### src/rtl/inst_fetch_pkg.sv
// Shared types and constants for the AXI4 instruction fetch unit.
//
// Contents:
//   fetch_state_e  - fetch FSM states (IDLE, ADDR, DATA, DRAIN)
//   AXI_*          - fixed AXI4 encodings used by the read master
//   PAGE_BYTES     - bursts never cross this boundary
//   burst_arlen()  - ARLEN for a burst starting at a given page offset
package inst_fetch_pkg;

    typedef enum logic [1:0] {
        StIdle,
        StAddr,
        StData,
        StDrain
    } fetch_state_e;

    localparam logic [2:0]  AXI_SIZE_4B    = 3'b010;
    localparam logic [1:0]  AXI_BURST_INCR = 2'b01;
    localparam logic [1:0]  AXI_RESP_OKAY  = 2'b00;
    localparam int unsigned PAGE_BYTES     = 4096;

    // min(max_beats, words left before the next page boundary) - 1
    function automatic logic [7:0] burst_arlen(input logic [11:0] page_off,
                                               input int unsigned max_beats);
        int unsigned words_left;
        int unsigned beats;
        words_left = (PAGE_BYTES - 32'(page_off)) >> 2;
        beats      = (words_left < max_beats) ? words_left : max_beats;
        return 8'(beats - 1);
    endfunction

endpackage

### src/rtl/inst_fetch_axi_fifo.sv
// inst_fifo: synchronous show-ahead FIFO for fetched {instruction, PC} entries.
//
// Ports:
//   clk, rst_n  - clock, asynchronous active-low reset
//   flush       - empties the FIFO; wins over push and pop in the same cycle
//   push, wdata - write an entry
//   pop         - consume the head entry (ignored when empty)
//   rdata       - head entry, valid whenever empty is low
//   empty       - no entries held
//   count       - number of entries held
module inst_fifo #(
    parameter int unsigned WIDTH = 64,
    parameter int unsigned DEPTH = 16
) (
    input  logic                     clk,
    input  logic                     rst_n,
    input  logic                     flush,
    input  logic                     push,
    input  logic [WIDTH-1:0]         wdata,
    input  logic                     pop,
    output logic [WIDTH-1:0]         rdata,
    output logic                     empty,
    output logic [$clog2(DEPTH):0]   count
);

    localparam int unsigned PW = $clog2(DEPTH);

    logic [WIDTH-1:0] mem [DEPTH];
    logic [PW-1:0]    wptr_q, rptr_q;
    logic [PW:0]      count_q;
    logic             full;
    logic             push_ok, pop_ok;

    assign full  = (count_q == (PW+1)'(DEPTH));
    assign empty = (count_q == '0);
    assign count = count_q;
    assign rdata = mem[rptr_q];

    // A push into a full FIFO is fine when the head leaves in the same cycle.
    always_comb begin
        push_ok = push && (!full || pop);
        pop_ok  = pop && !empty;
    end

    always_ff @(posedge clk or negedge rst_n) begin
        if (!rst_n) begin
            wptr_q  <= '0;
            rptr_q  <= '0;
            count_q <= '0;
        end else if (flush) begin
            wptr_q  <= '0;
            rptr_q  <= '0;
            count_q <= '0;
        end else begin
            if (push_ok) wptr_q <= wptr_q + 1'b1;
            if (pop_ok)  rptr_q <= rptr_q + 1'b1;
            if (push_ok && !pop_ok) begin
                count_q <= count_q + 1'b1;
            end else if (pop_ok && !push_ok) begin
                count_q <= count_q - 1'b1;
            end
        end
    end

    always_ff @(posedge clk) begin
        if (push_ok && !flush) mem[wptr_q] <= wdata;
    end

endmodule

### src/rtl/inst_fetch_axi.sv
// inst_fetch_axi: AXI4 read-only instruction fetch unit.
//
// Issues INCR bursts from a sequential fetch PC (never crossing a 4 KB page),
// buffers returned words with their PCs, and hands them to decode over
// valid/ready. A redirect flushes the buffer and drains any in-flight burst.
// Buffer space is reserved at address issue, so RREADY never waits on decode.
//
// Ports:
//   ACLK, ARESETN          - clock, asynchronous active-low reset
//   EN                     - allow new bursts
//   REDIR_VALID, REDIR_PC  - single-cycle redirect to a word-aligned target
//   INST_VALID/READY       - decode handshake; INST_DATA / INST_PC are the head entry
//   M_INST_AXI_AR*         - read address channel (ARID/ARSIZE/ARBURST constant)
//   M_INST_AXI_R*          - read data channel
//   BUSY                   - a burst is being requested or is outstanding
//   ERR, ERR_PC            - only with INST_FETCH_ERRCHK_EN: sticky bus error and
//                            the PC of the first failing beat
//
// Build option INST_FETCH_ERRCHK_EN: when defined, a non-OKAY beat stops delivery
// and fetch until reset or redirect. When undefined, RRESP is ignored.
module inst_fetch_axi
    import inst_fetch_pkg::*;
#(
    parameter int unsigned C_M_AXI_ADDR_WIDTH      = 32,
    parameter int unsigned C_M_AXI_DATA_WIDTH      = 32,
    parameter int unsigned C_M_AXI_THREAD_ID_WIDTH = 1,
    parameter int unsigned BURST_LEN               = 8,
    parameter int unsigned FIFO_DEPTH              = 16,
    parameter logic [C_M_AXI_ADDR_WIDTH-1:0] RESET_PC = '0
) (
    input  logic                               ACLK,
    input  logic                               ARESETN,
    input  logic                               EN,
    input  logic                               REDIR_VALID,
    input  logic [C_M_AXI_ADDR_WIDTH-1:0]      REDIR_PC,
    output logic                               INST_VALID,
    input  logic                               INST_READY,
    output logic [C_M_AXI_DATA_WIDTH-1:0]      INST_DATA,
    output logic [C_M_AXI_ADDR_WIDTH-1:0]      INST_PC,
    output logic [C_M_AXI_THREAD_ID_WIDTH-1:0] M_INST_AXI_ARID,
    output logic [C_M_AXI_ADDR_WIDTH-1:0]      M_INST_AXI_ARADDR,
    output logic [7:0]                         M_INST_AXI_ARLEN,
    output logic [2:0]                         M_INST_AXI_ARSIZE,
    output logic [1:0]                         M_INST_AXI_ARBURST,
    output logic                               M_INST_AXI_ARVALID,
    input  logic                               M_INST_AXI_ARREADY,
    input  logic [C_M_AXI_DATA_WIDTH-1:0]      M_INST_AXI_RDATA,
    input  logic [1:0]                         M_INST_AXI_RRESP,
    input  logic                               M_INST_AXI_RLAST,
    input  logic                               M_INST_AXI_RVALID,
    output logic                               M_INST_AXI_RREADY,
`ifdef INST_FETCH_ERRCHK_EN
    output logic                               ERR,
    output logic [C_M_AXI_ADDR_WIDTH-1:0]      ERR_PC,
`endif
    output logic                               BUSY
);

    localparam int unsigned AW = C_M_AXI_ADDR_WIDTH;
    localparam int unsigned DW = C_M_AXI_DATA_WIDTH;
    localparam int unsigned FW = DW + AW;
    localparam int unsigned CW = $clog2(FIFO_DEPTH) + 1;

    fetch_state_e  state_q, state_d;
    logic [AW-1:0] fetch_pc_q, fetch_pc_d;
    logic [AW-1:0] araddr_q, araddr_d;
    logic [7:0]    arlen_q, arlen_d;
    logic [CW-1:0] reserved_q, reserved_d;
    logic          drain_pend_q, drain_pend_d;

    logic          ar_hs, r_hs, push, can_issue;
    logic          beat_bad, fetch_blocked;
    logic [FW-1:0] fifo_rdata;
    logic          fifo_empty;
    logic [CW-1:0] fifo_count;

    assign ar_hs = M_INST_AXI_ARVALID && M_INST_AXI_ARREADY;
    assign r_hs  = M_INST_AXI_RVALID && M_INST_AXI_RREADY;

    // Room for a full burst after counting buffered and already-promised beats.
    assign can_issue = (32'(fifo_count) + 32'(reserved_q) + BURST_LEN) <= FIFO_DEPTH;

    // Beats of a burst issued before a redirect are consumed but never pushed.
    assign push = (state_q == StData) && r_hs && !REDIR_VALID && !fetch_blocked && !beat_bad;

`ifdef INST_FETCH_ERRCHK_EN
    logic          err_q, err_d;
    logic [AW-1:0] err_pc_q, err_pc_d;

    assign beat_bad      = (M_INST_AXI_RRESP != AXI_RESP_OKAY);
    assign fetch_blocked = err_q;

    always_comb begin
        err_d    = err_q;
        err_pc_d = err_pc_q;
        if (REDIR_VALID) begin
            err_d = 1'b0;
        end else if ((state_q == StData) && r_hs && beat_bad && !err_q) begin
            err_d    = 1'b1;
            err_pc_d = fetch_pc_q;
        end
    end

    always_ff @(posedge ACLK or negedge ARESETN) begin
        if (!ARESETN) begin
            err_q    <= 1'b0;
            err_pc_q <= '0;
        end else begin
            err_q    <= err_d;
            err_pc_q <= err_pc_d;
        end
    end

    assign ERR    = err_q;
    assign ERR_PC = err_pc_q;
`else
    logic unused_rresp;
    assign unused_rresp  = ^M_INST_AXI_RRESP;
    assign beat_bad      = 1'b0;
    assign fetch_blocked = 1'b0;
`endif

    // State register
    always_ff @(posedge ACLK or negedge ARESETN) begin
        if (!ARESETN) state_q <= StIdle;
        else          state_q <= state_d;
    end

    // Next-state logic
    always_comb begin
        state_d = state_q;
        unique case (state_q)
            StIdle: begin
                if (EN && !REDIR_VALID && can_issue && !fetch_blocked) state_d = StAddr;
            end
            StAddr: begin
                // The address must complete even after a redirect; its data is then dropped.
                if (M_INST_AXI_ARREADY) begin
                    state_d = (drain_pend_q || REDIR_VALID) ? StDrain : StData;
                end
            end
            StData: begin
                if (r_hs && M_INST_AXI_RLAST) state_d = StIdle;
                else if (REDIR_VALID)         state_d = StDrain;
            end
            StDrain: begin
                if (r_hs && M_INST_AXI_RLAST) state_d = StIdle;
            end
            default: state_d = StIdle;
        endcase
    end

    // Outputs
    always_comb begin
        M_INST_AXI_ARVALID = (state_q == StAddr);
        M_INST_AXI_RREADY  = (state_q == StData) || (state_q == StDrain);
        BUSY               = (state_q != StIdle);
    end

    // Datapath next-state
    always_comb begin
        fetch_pc_d   = fetch_pc_q;
        araddr_d     = araddr_q;
        arlen_d      = arlen_q;
        reserved_d   = reserved_q;
        drain_pend_d = 1'b0;

        if (REDIR_VALID) begin
            fetch_pc_d = REDIR_PC;
        end else if ((state_q == StData) && r_hs) begin
            fetch_pc_d = fetch_pc_q + AW'(4);
        end

        // Address and length are frozen for the whole ARVALID period.
        if ((state_q == StIdle) && (state_d == StAddr)) begin
            araddr_d = fetch_pc_q;
            arlen_d  = burst_arlen(fetch_pc_q[11:0], BURST_LEN);
        end

        if (ar_hs) begin
            reserved_d = reserved_q + CW'(32'(arlen_q) + 32'd1);
        end else if (r_hs) begin
            reserved_d = reserved_q - CW'(1);
        end

        if ((state_q == StAddr) && !M_INST_AXI_ARREADY) begin
            drain_pend_d = drain_pend_q || REDIR_VALID;
        end
    end

    always_ff @(posedge ACLK or negedge ARESETN) begin
        if (!ARESETN) begin
            fetch_pc_q   <= RESET_PC;
            araddr_q     <= '0;
            arlen_q      <= '0;
            reserved_q   <= '0;
            drain_pend_q <= 1'b0;
        end else begin
            fetch_pc_q   <= fetch_pc_d;
            araddr_q     <= araddr_d;
            arlen_q      <= arlen_d;
            reserved_q   <= reserved_d;
            drain_pend_q <= drain_pend_d;
        end
    end

    assign M_INST_AXI_ARID    = '0;
    assign M_INST_AXI_ARADDR  = araddr_q;
    assign M_INST_AXI_ARLEN   = arlen_q;
    assign M_INST_AXI_ARSIZE  = AXI_SIZE_4B;
    assign M_INST_AXI_ARBURST = AXI_BURST_INCR;

    inst_fifo #(
        .WIDTH (FW),
        .DEPTH (FIFO_DEPTH)
    ) u_fifo (
        .clk   (ACLK),
        .rst_n (ARESETN),
        .flush (REDIR_VALID),
        .push  (push),
        .wdata ({M_INST_AXI_RDATA, fetch_pc_q}),
        .pop   (INST_READY),
        .rdata (fifo_rdata),
        .empty (fifo_empty),
        .count (fifo_count)
    );

    assign INST_VALID = !fifo_empty;
    assign INST_DATA  = fifo_rdata[FW-1 -: DW];
    assign INST_PC    = fifo_rdata[AW-1:0];

endmodule

### config.mk
export PLATFORM = sky130hd
export DESIGN_NAME = inst_fetch_axi
export DESIGN_NICKNAME = d
export VERILOG_FILES = /design/src/rtl/inst_fetch_pkg.sv /design/src/rtl/inst_fetch_axi_fifo.sv /design/src/rtl/inst_fetch_axi.sv
export SDC_FILE = /design/constraint.sdc
export NUM_CORES = 1
export LEC_CHECK = 0
export BUFFER_PORTS_ARGS = -buffer_cell sky130_fd_sc_hd__buf_2
export CORE_MARGIN = 3
export CORE_UTILIZATION = 40
export DETAILED_ROUTE_END_ITERATION = 8
export GPL_ROUTABILITY_DRIVEN = 0
export PLACE_DENSITY = 0.52
export RECOVER_POWER = 50
export SLEW_MARGIN = 15
export SYNTH_ARGS = -nofsm -noshare
export SYNTH_HDL_FRONTEND = slang
export SYNTH_HIERARCHICAL = 1
export SYNTH_SLANG_ARGS = --single-unit
### constraint.sdc
create_clock -name ACLK -period 14.5 [get_ports ACLK]
set_clock_uncertainty 0.15 [all_clocks]
set_input_delay 1.45 -clock ACLK [delete_from_list [all_inputs] [get_ports ACLK]]
set_output_delay 1.45 -clock ACLK [all_outputs]
set_load 0.05 [all_outputs]
==> metrics.md, run 1 <==
| Metric | Value |
|---|---|
| Sequential standard cell area | 33080 um^2 |
| Number of violations of the max-capacitance limit | 4 |
| Gate count of the mapped netlist | 2104 |
| Detailed-route DRC error count | 0 |
| Length of routed met3 wiring | 5273 um |
| Area fraction of the dominant cell type after synthesis | 70.77% |
| Number of flip-flops and latches in the synthesized netlist | 1117 |
| Filler instances | 9112 |
| Port buffer count | 179 |
| Max VDD drop | 0.0001794 V |
| Pre-antenna DRT Iters | 7 |
| Worst reg-to-reg setup slack | 9.90 ns |
| Highest signal layer in the routed design | met4 |
| Die width | 335.6 um |
| Worst hold path cell count | 2 |
| Multi-input gate area in the final layout | 9913 um^2 |
| Worst slew margin relative to its limit | -118.0% |
| Combinational share of power | 20.6% |
| HP Start | M_INST_AXI_ARLEN[6]$_DFFE_PN0P_ |
| Clock period minus worst slack | 6.377 ns |
| Number of buffers and inverters on the critical path | 3 |
| Post-Route WL | 105400 um |
| Critical path's most frequent cell | sky130_fd_sc_hd__buf_4 |
| Cell family contributing the most delay on the critical path | buffers and inverters |
| Data arrival time of the worst path | 4.78 ns |
| Quantity of gates resized following cts | 0 |
| Number of pins with negative max-slew slack in the final report | 201 |
| Via-to-Cell Ratio | 5.593 |
| Number of nets in the layout | 2438 |
| Most instantiated flip-flop cell in the synthesis netlist | sky130_fd_sc_hd__edfxtp_1 |
| Vias | 21450 |
| Unrepaired setup endpoints after global routing | false |
| Post-synthesis cell type with the largest combined area | sky130_fd_sc_hd__edfxtp_1 |
| Antenna violations before repair | 2 |
| Cell type of the slowest stage on the worst timing path | sky130_fd_sc_hd__dfrtp_4 |
| Deepest level of the CTS H-tree | 3 |
| Fraction of final layout cells with drive strength greater than 1 | 26.86% |
| Placeable core region | 107500 um^2 |
| Final setup TNS | 0 ns |
| Maximum fanout count along the critical path | 65 |
| Post-detailed-route count of antenna-violating nets | 0 |
| Sw Share | 28.96% |
| Clock sink count | 1117 |
| Wire length of the first global-routing pass | 154700 um |
| Area of all placed cells without fillers | 49640 um^2 |
| Top cells by area in the synthesized netlist | sky130_fd_sc_hd__edfxtp_1 (71%), sky130_fd_sc_hd__mux4_2 (13%), sky130_fd_sc_hd__dfrtp_1 (5.4%), sky130_fd_sc_hd__a22oi_1 (2.2%), sky130_fd_sc_hd__nand2_1 (1.2%) |
| Async SR Flop Fraction | 8.326% |
| Final Hold Vio Count | 0 |
| Final period util | 43.98% |
| Total standard cell area after synthesis | 43450 um^2 |
| Fraction of the yosys area taken by sequential cells | 76.12% |
| CTS clock-pin slew for the worst setup and hold paths | 0.06 ns |
| Final-report setup violation count | 0 |
| Cell-internal power | 5.931 mW |
| Y dimension of the die | 335.6 um |
| Net Switching | 2.418 mW |
| Number of CTS-inserted buffers | 116 |
| Tot GR Track Use | 18.89% |
| Worst Path Required | 12.90 ns |
| Nature of the critical path startpoint | flip-flop |
| Starting Density | 40.42% |
| Origin of the critical flop-to-flop path | state_q[1]$_DFF_PN0_ |
| Actual slew at the worst max-slew pin | 3.270 ns |
| Cell leakage power | 16.08 nW |
| Maximum clock rate | 156.8 MHz |
| Top-count cell post-synth | sky130_fd_sc_hd__edfxtp_1 |
| Count of flip-flops with a built-in enable after synthesis | 1024 |
| Slowest stage delay, CP | 1.10 ns |
| Total length of routed met2 wires | 51440 um |
| Hold bufs inserted after CTS | 0 |
| Wire length per cell after detailed routing | 27.48 um |
| Clock network latency to the later pin of the worst-skew pair | 0.69 ns |
| Clock root cell | sky130_fd_sc_hd__clkbuf_16 |
| TritonCTS clock tree | yes |
| Worst-case clock buffer depth | 3 |
| GRT Residual Overflow | 0 |
| End point of the worst hold path | M_INST_AXI_ARLEN[6]$_DFFE_PN0P_ |
| Worst min-delay path class | flip-flop to flip-flop |
| Number of DRC markers in iteration 0 | 1781 |
| Commonest cells in the netlist | sky130_fd_sc_hd__edfxtp_1 (1024), sky130_fd_sc_hd__mux4_2 (256), sky130_fd_sc_hd__nand2_1 (134) |
| Number of cells traversed by the worst register-to-register path | 6 |
| Violations in the final reports | capacitance limit, slew limit |
| Run status | finished with violations |
| Post-Route M1 WL | 46650 um |
| HPWL after DPL | 55090 um |
| Setup Fix Bufs, Post-CTS | 0 |
| Endpoint class of the critical path | primary output |
| Critical-path cell list | buf_4, buf_4, mux4_2, a22oi_1, nand2_1, buf_2 |
| Reg-to-Reg End | u_fifo/mem[2][39]$_DFFE_PP_ |
| Type of the setup path with the least slack | flip-flop to primary output |
| Clock share of power | 34.0% |
| Cell row count | 120 |
| Yosys warning total | 6 |
| Syn Area/Cell | 20.65 um^2 |
| Maximum number of pins on one net before global-route repair | 91 |
| Number of library cell types mapped by synthesis | 64 |
| Area Growth Syn to Fin | 14.25% |
| Die Footprint | 112600 um^2 |
| Number of primary I/O pins | 188 |
| Power per cell area | 168.2 nW/um^2 |
| Vias in the first global route | 22890 |
| Register share of total power | 45.4% |
| Placed cell area | 46100 um^2 |
## power by group through the flow
stage | logic [mW] | registers (mW) | clock network [mW]
floorplan | 1.27 | 3.91 | 0
global placement | 1.75 | 3.85 | 0
detailed placement | 1.76 | 3.86 | 0
CTS | 1.77 | 3.79 | 2.92
global route | 1.86 | 3.81 | 3.04
finish | 1.72 | 3.79 | 2.84
## cells in the final DEF (no fill, tap or decap), types with 3 or more instances in the layout
cell / Yosys / routed
sky130_fd_sc_hd__ha_1: 26 / 26
sky130_fd_sc_hd__clkbuf_1: 55 / 95
sky130_fd_sc_hd__conb_1: 2 / 6
sky130_fd_sc_hd__clkinv_1: 0 / 22
sky130_fd_sc_hd__nand2_1: 134 / 134
sky130_fd_sc_hd__bufinv_16: 0 / 7
sky130_fd_sc_hd__mux2i_1: 5 / 5
sky130_fd_sc_hd__nor2_4: 1 / 18
sky130_fd_sc_hd__inv_1: 22 / 22
sky130_fd_sc_hd__or3_1: 3 / 3
sky130_fd_sc_hd__mux4_2: 256 / 256
sky130_fd_sc_hd__o211ai_1: 4 / 4
sky130_fd_sc_hd__a22oi_1: 128 / 128
sky130_fd_sc_hd__xnor2_1: 28 / 28
sky130_fd_sc_hd__or4_4: 3 / 3
sky130_fd_sc_hd__nor2_1: 46 / 29
sky130_fd_sc_hd__clkinv_2: 0 / 25
sky130_fd_sc_hd__nor3_1: 4 / 4
sky130_fd_sc_hd__fa_1: 3 / 3
sky130_fd_sc_hd__nand4_1: 9 / 9
sky130_fd_sc_hd__and4_1: 4 / 4
sky130_fd_sc_hd__clkbuf_8: 0 / 3
sky130_fd_sc_hd__mux2_2: 34 / 34
sky130_fd_sc_hd__a21oi_1: 9 / 9
sky130_fd_sc_hd__nand3_1: 19 / 19
sky130_fd_sc_hd__buf_2: 39 / 120
sky130_fd_sc_hd__o21ai_0: 39 / 39
sky130_fd_sc_hd__buf_4: 8 / 42
sky130_fd_sc_hd__dfrtp_1: 93 / 91
sky130_fd_sc_hd__xor2_1: 23 / 23
sky130_fd_sc_hd__nor4_1: 6 / 6
sky130_fd_sc_hd__clkbuf_16: 0 / 117
sky130_fd_sc_hd__a21o_1: 6 / 6
sky130_fd_sc_hd__nand2b_1: 6 / 6
sky130_fd_sc_hd__and3_1: 6 / 6
sky130_fd_sc_hd__edfxtp_1: 1024 / 1024
sky130_fd_sc_hd__nor2b_1: 6 / 4
## layout make-up
type                    count  area share (%)
diodes                      2         0.01008
clock buffers             152           6.223
clock inverters            62           1.089
inverters                  22          0.1663
multi-input cells         852           19.97
flip-flops and latches   1117           66.64
well taps                1403           3.536
repair buffers            226           2.362
## routing by layer
| metal | track usage [%] | vias up |
|---|---|---|
| met5 | 0 | - |
| met4 | 4.519 | 0 |
| met3 | 2.938 | 136 |
| met2 | 30.82 | 569 |
| met1 | 26.86 | 11640 |
| li1 | - | 9111 |
## worst max-delay path by stage
stage | startpoint | endpoint | slack [ns] | depth (start not counted)
detailed placement | u_fifo/rptr_q[1]$_DFFE_PN0P_ | INST_PC[26] | 8.72 | 6
finish | u_fifo/rptr_q[1]$_DFFE_PN0P_ | INST_PC[1] | 8.12 | 6
global route | ARESETN | u_fifo/rptr_q[0]$_DFFE_PN0P_ | 7.49 | 2
CTS | u_fifo/rptr_q[1]$_DFFE_PN0P_ | INST_PC[26] | 7.96 | 6
global placement | u_fifo/rptr_q[1]$_DFFE_PN0P_ | INST_PC[6] | 8.72 | 6
floorplan | REDIR_VALID | u_fifo/mem[0][0]$_DFFE_PP_ | 8.51 | 8
## kinds of logic (layout without fill, tap and decap cells)
logic type,after synthesis,in the layout,share of synthesized area [%]
buffers and inverters,139,462,1.434
adder cells (fa/ha/maj),29,29,0.8869
AO/OA/AOI/OAI,208,208,3.360
other,2,8,0.01728
XOR/XNOR,51,51,1.028
AND/OR/NAND/NOR,261,261,2.825
flip-flops,1117,1117,76.12
multiplexers,297,297,14.33
## registers in the layout, indices dropped and copies added (netlist names)
register / count
drain_pend_q: 1
reserved_q: 5
state_q: 2
M_INST_AXI_ARLEN: 8
u_fifo/rptr_q: 4
u_fifo/mem: 1024
u_fifo/count: 5
fetch_pc_q: 32
M_INST_AXI_ARADDR: 32
u_fifo/wptr_q: 4
## per-stage QoR
stage	util, %	hold slack (ns)	cells	power, mW	setup WS (ns)
floorplan	-	0.2980	2108	5.179	8.507
global placement	42.88	0.3082	3620	5.602	8.719
detailed placement	42.88	0.3119	3620	5.621	8.719
CTS	46.26	0.3325	3834	8.479	7.962
global route	46.17	0.3514	3834	8.712	7.488
finish	46.18	0.3305	3836	8.349	8.123
## tightest hold or removal path, delay by kind of cell (launching register included)
family,cells,cell delay [ns]
flip-flops,1,0.35
AND/OR/NAND/NOR,2,0.10
(Power assumes the default switching activity.)
==> run 2, diff against run 1 <==
Clock period 14.5 ns to 6.45 ns, I/O delays scaled along.
==> run 2 against run 1 <==
The run still ends with capacitance limit, slew limit left. Critical path depth is the same. Largest cell class unchanged. Cell area increased by 1.0%. Sequential share of layout area is 0.66 points lower. Cell count grew 0.83%. First-iteration DRC count is 16% lower. Largest power group unchanged. Worst setup slack lost 6.1 ns. Non-clock buffer count up 27. Clock-buffer cell count is 7 lower. Worst hold slack got worse by 0.28 ns. Total power is 130% higher.
==> metrics.md, run 2 (same netlist as run 1, synthesis figures left out) <==
| Metric | Value |
|---|---|
| Number of pins with negative max-slew slack in the final report | 111 |
| Type of the setup path with the least slack | input pin to flip-flop |
| Number of violations of the max-capacitance limit | 2 |
| Via-to-Cell Ratio | 5.510 |
| Clock sink count | 1117 |
| Violations in the final reports | capacitance limit, slew limit |
| Critical path's most frequent cell | sky130_fd_sc_hd__clkbuf_1 |
| Most frequent cells in the layout | sky130_fd_sc_hd__edfxtp_1 (1024), sky130_fd_sc_hd__mux4_2 (256), sky130_fd_sc_hd__nand2_1 (134) |
| Worst slew margin relative to its limit | -110.7% |
| GR Util met3 | 3.376% |
| Critical-path cell list | clkbuf_1, clkbuf_1, nor3_1, nand2_1, a211o_2, mux2_2 |
| Worst min-delay path class | input pin to flip-flop |
| Unrepaired setup endpoints after global routing | false |
| Max VDD drop | 0.0003251 V |
| Clock root cell | sky130_fd_sc_hd__clkbuf_16 |
| Final period util | 69.10% |
| Worst-case clock buffer depth | 3 |
| Data arrival time of the worst path | 4.87 ns |
| Number of nets in the layout | 2465 |
| Flip-flop count of the largest register, all copies and words added | 1024 |
| DP Cell Count | 3619 |
| Number of CTS-inserted buffers | 116 |
| Worst Path Required | 6.87 ns |
| Actual slew at the worst max-slew pin | 3.160 ns |
| Antenna violations before repair | 4 |
| Worst-case setup slack after placement | 2.543 ns |
| Power per cell area | 376.3 nW/um^2 |
| Setup Fix Bufs, Post-CTS | 0 |
| Starting Density | 40.42% |
| Wire length per cell after detailed routing | 26.26 um |
| Most crowded layer after global routing | met2 |
| Maximum number of pins on one net before global-route repair | 105 |
| Number of cells traversed by the worst register-to-register path | 7 |
| Placeable core region | 107500 um^2 |
| Total chip power | 18.87 mW |
| Vias in the first global route | 22840 |
| Hold bufs inserted after CTS | 28 |
| Endpoint class of the critical path | flip-flop |
| Tot GR Track Use | 18.23% |
| Most common cell after layout, fill and taps aside | sky130_fd_sc_hd__edfxtp_1 |
| Final setup TNS | 0 ns |
| Met2 track utilization from global routing | 30.06% |
| Cell leakage power | 16.21 nW |
| Pre-antenna DRT Iters | 5 |
| Slowest stage delay, CP | 2.26 ns |
| Vias | 21310 |
| Post-Route WL | 101600 um |
| Finished Layout Cells | 3868 |
| Number of DRC markers in iteration 0 | 1495 |
| Run status | finished with violations |
| TritonCTS clock tree | yes |
| GR met1 Demand/Resource | 25.31% |
| Deepest level of the CTS H-tree | 3 |
| Final-report setup violation count | 0 |
| Worst hold path cell count | 3 |
| CTS clock-pin slew for the worst setup and hold paths | 0.06 ns |
| Detailed-route DRC error count | 0 |
| Post-detailed-route count of antenna-violating nets | 0 |
| Area Growth Syn to Fin | 15.39% |
| Y dimension of the die | 335.6 um |
| Fraction of final layout cells with drive strength greater than 1 | 26.05% |
| Final Hold Vio Count | 0 |
| Final design utilization | 46.64% |
| Nature of the critical path startpoint | input pin |
| Die Footprint | 112600 um^2 |
| Worst setup slack after layout | 1.993 ns |
| HPWL after DPL | 54160 um |
| Clock period minus worst slack | 4.457 ns |
| Maximum clock rate | 224.4 MHz |
| Maximum fanout count along the critical path | 77 |
| Die width | 335.6 um |
| Cell type of the slowest stage on the worst timing path | sky130_fd_sc_hd__clkbuf_1 |
| Clock network latency to the later pin of the worst-skew pair | 0.69 ns |
| Cell row count | 120 |
| Quantity of gates resized following cts | 0 |
| Wire length of the first global-routing pass | 150600 um |
| Number of primary I/O pins | 188 |
| GRT Residual Overflow | 0 |
| Port buffer count | 179 |
| Most flop-heavy register | u_fifo/mem |
-- run 2: cell count changes in the layout (fill, tap and decap cells not counted), moves of 3 or more --
cell and delta:
sky130_fd_sc_hd__buf_12 +14, sky130_fd_sc_hd__buf_2 -13, sky130_fd_sc_hd__buf_4 -12, sky130_fd_sc_hd__bufinv_16 +3
sky130_fd_sc_hd__clkbuf_1 +5, sky130_fd_sc_hd__clkinv_1 +9, sky130_fd_sc_hd__dlygate4sd3_1 +28
-- run 2: where the power goes --
part / switching [mW] / internal, mW / total, mW
Sequential: 0.355 / 8.14 / 8.50
Clock: 2.72 / 3.73 / 6.46
Combinational: 2.36 / 1.56 / 3.92
Total: 5.44 / 13.4 / 18.9
-- run 2: final cells by class --
type	instances	area, um^2
diodes	4	10.01
well taps	1403	1755
clock buffers	145	3043
flip-flops and latches	1117	33080
multi-input cells	852	9913
fillers	9036	57360
inverters	22	82.58
clock inverters	72	636.9
repair buffers	253	1615
-- run 2: per-stage QoR --
stage | hold WS [ns] | area [um^2]
after floorplan | 0.1994 | 43470
after CTS | 0.002340 | 50230
after global placement | 0.3122 | 46270
after detailed placement | 0.3231 | 46270
after global routing | 0.04228 | 50130
final | 0.05478 | 50140
-- run 2: metal layers --
metal  wire, um  share of wire [%]
met4       1944                1.9
met3       6092                6.0
met5         13              0.013
met2      49490                 49
met1      44040                 43
-- run 2: critical path, delay by kind of cell --
| family | cells | cell delay [ns] |
|---|---|---|
| multiplexers | 1 | 0.42 |
| buffers and inverters | 2 | 2.55 |
| AO/OA/AOI/OAI | 1 | 0.80 |
| AND/OR/NAND/NOR | 2 | 0.40 |
-- run 2: worst paths after layout --
kind                       slack, ns                           endpoint                 startpoint
max in group asynchronous       3.62       u_fifo/rptr_q[1]$_DFFE_PN0P_                    ARESETN
hold reg to reg                 0.33          reserved_q[4]$_DFFE_PN0P_  reserved_q[4]$_DFFE_PN0P_
setup reg to reg                2.85         u_fifo/mem[1][7]$_DFFE_PP_       state_q[1]$_DFF_PN0_
min in group asynchronous       0.79  M_INST_AXI_ARADDR[31]$_DFFE_PN0P_                    ARESETN
setup / recovery                1.99  M_INST_AXI_ARADDR[19]$_DFFE_PN0P_                REDIR_VALID
hold / removal                  0.05         fetch_pc_q[21]$_DFFE_PN0N_               REDIR_PC[21]
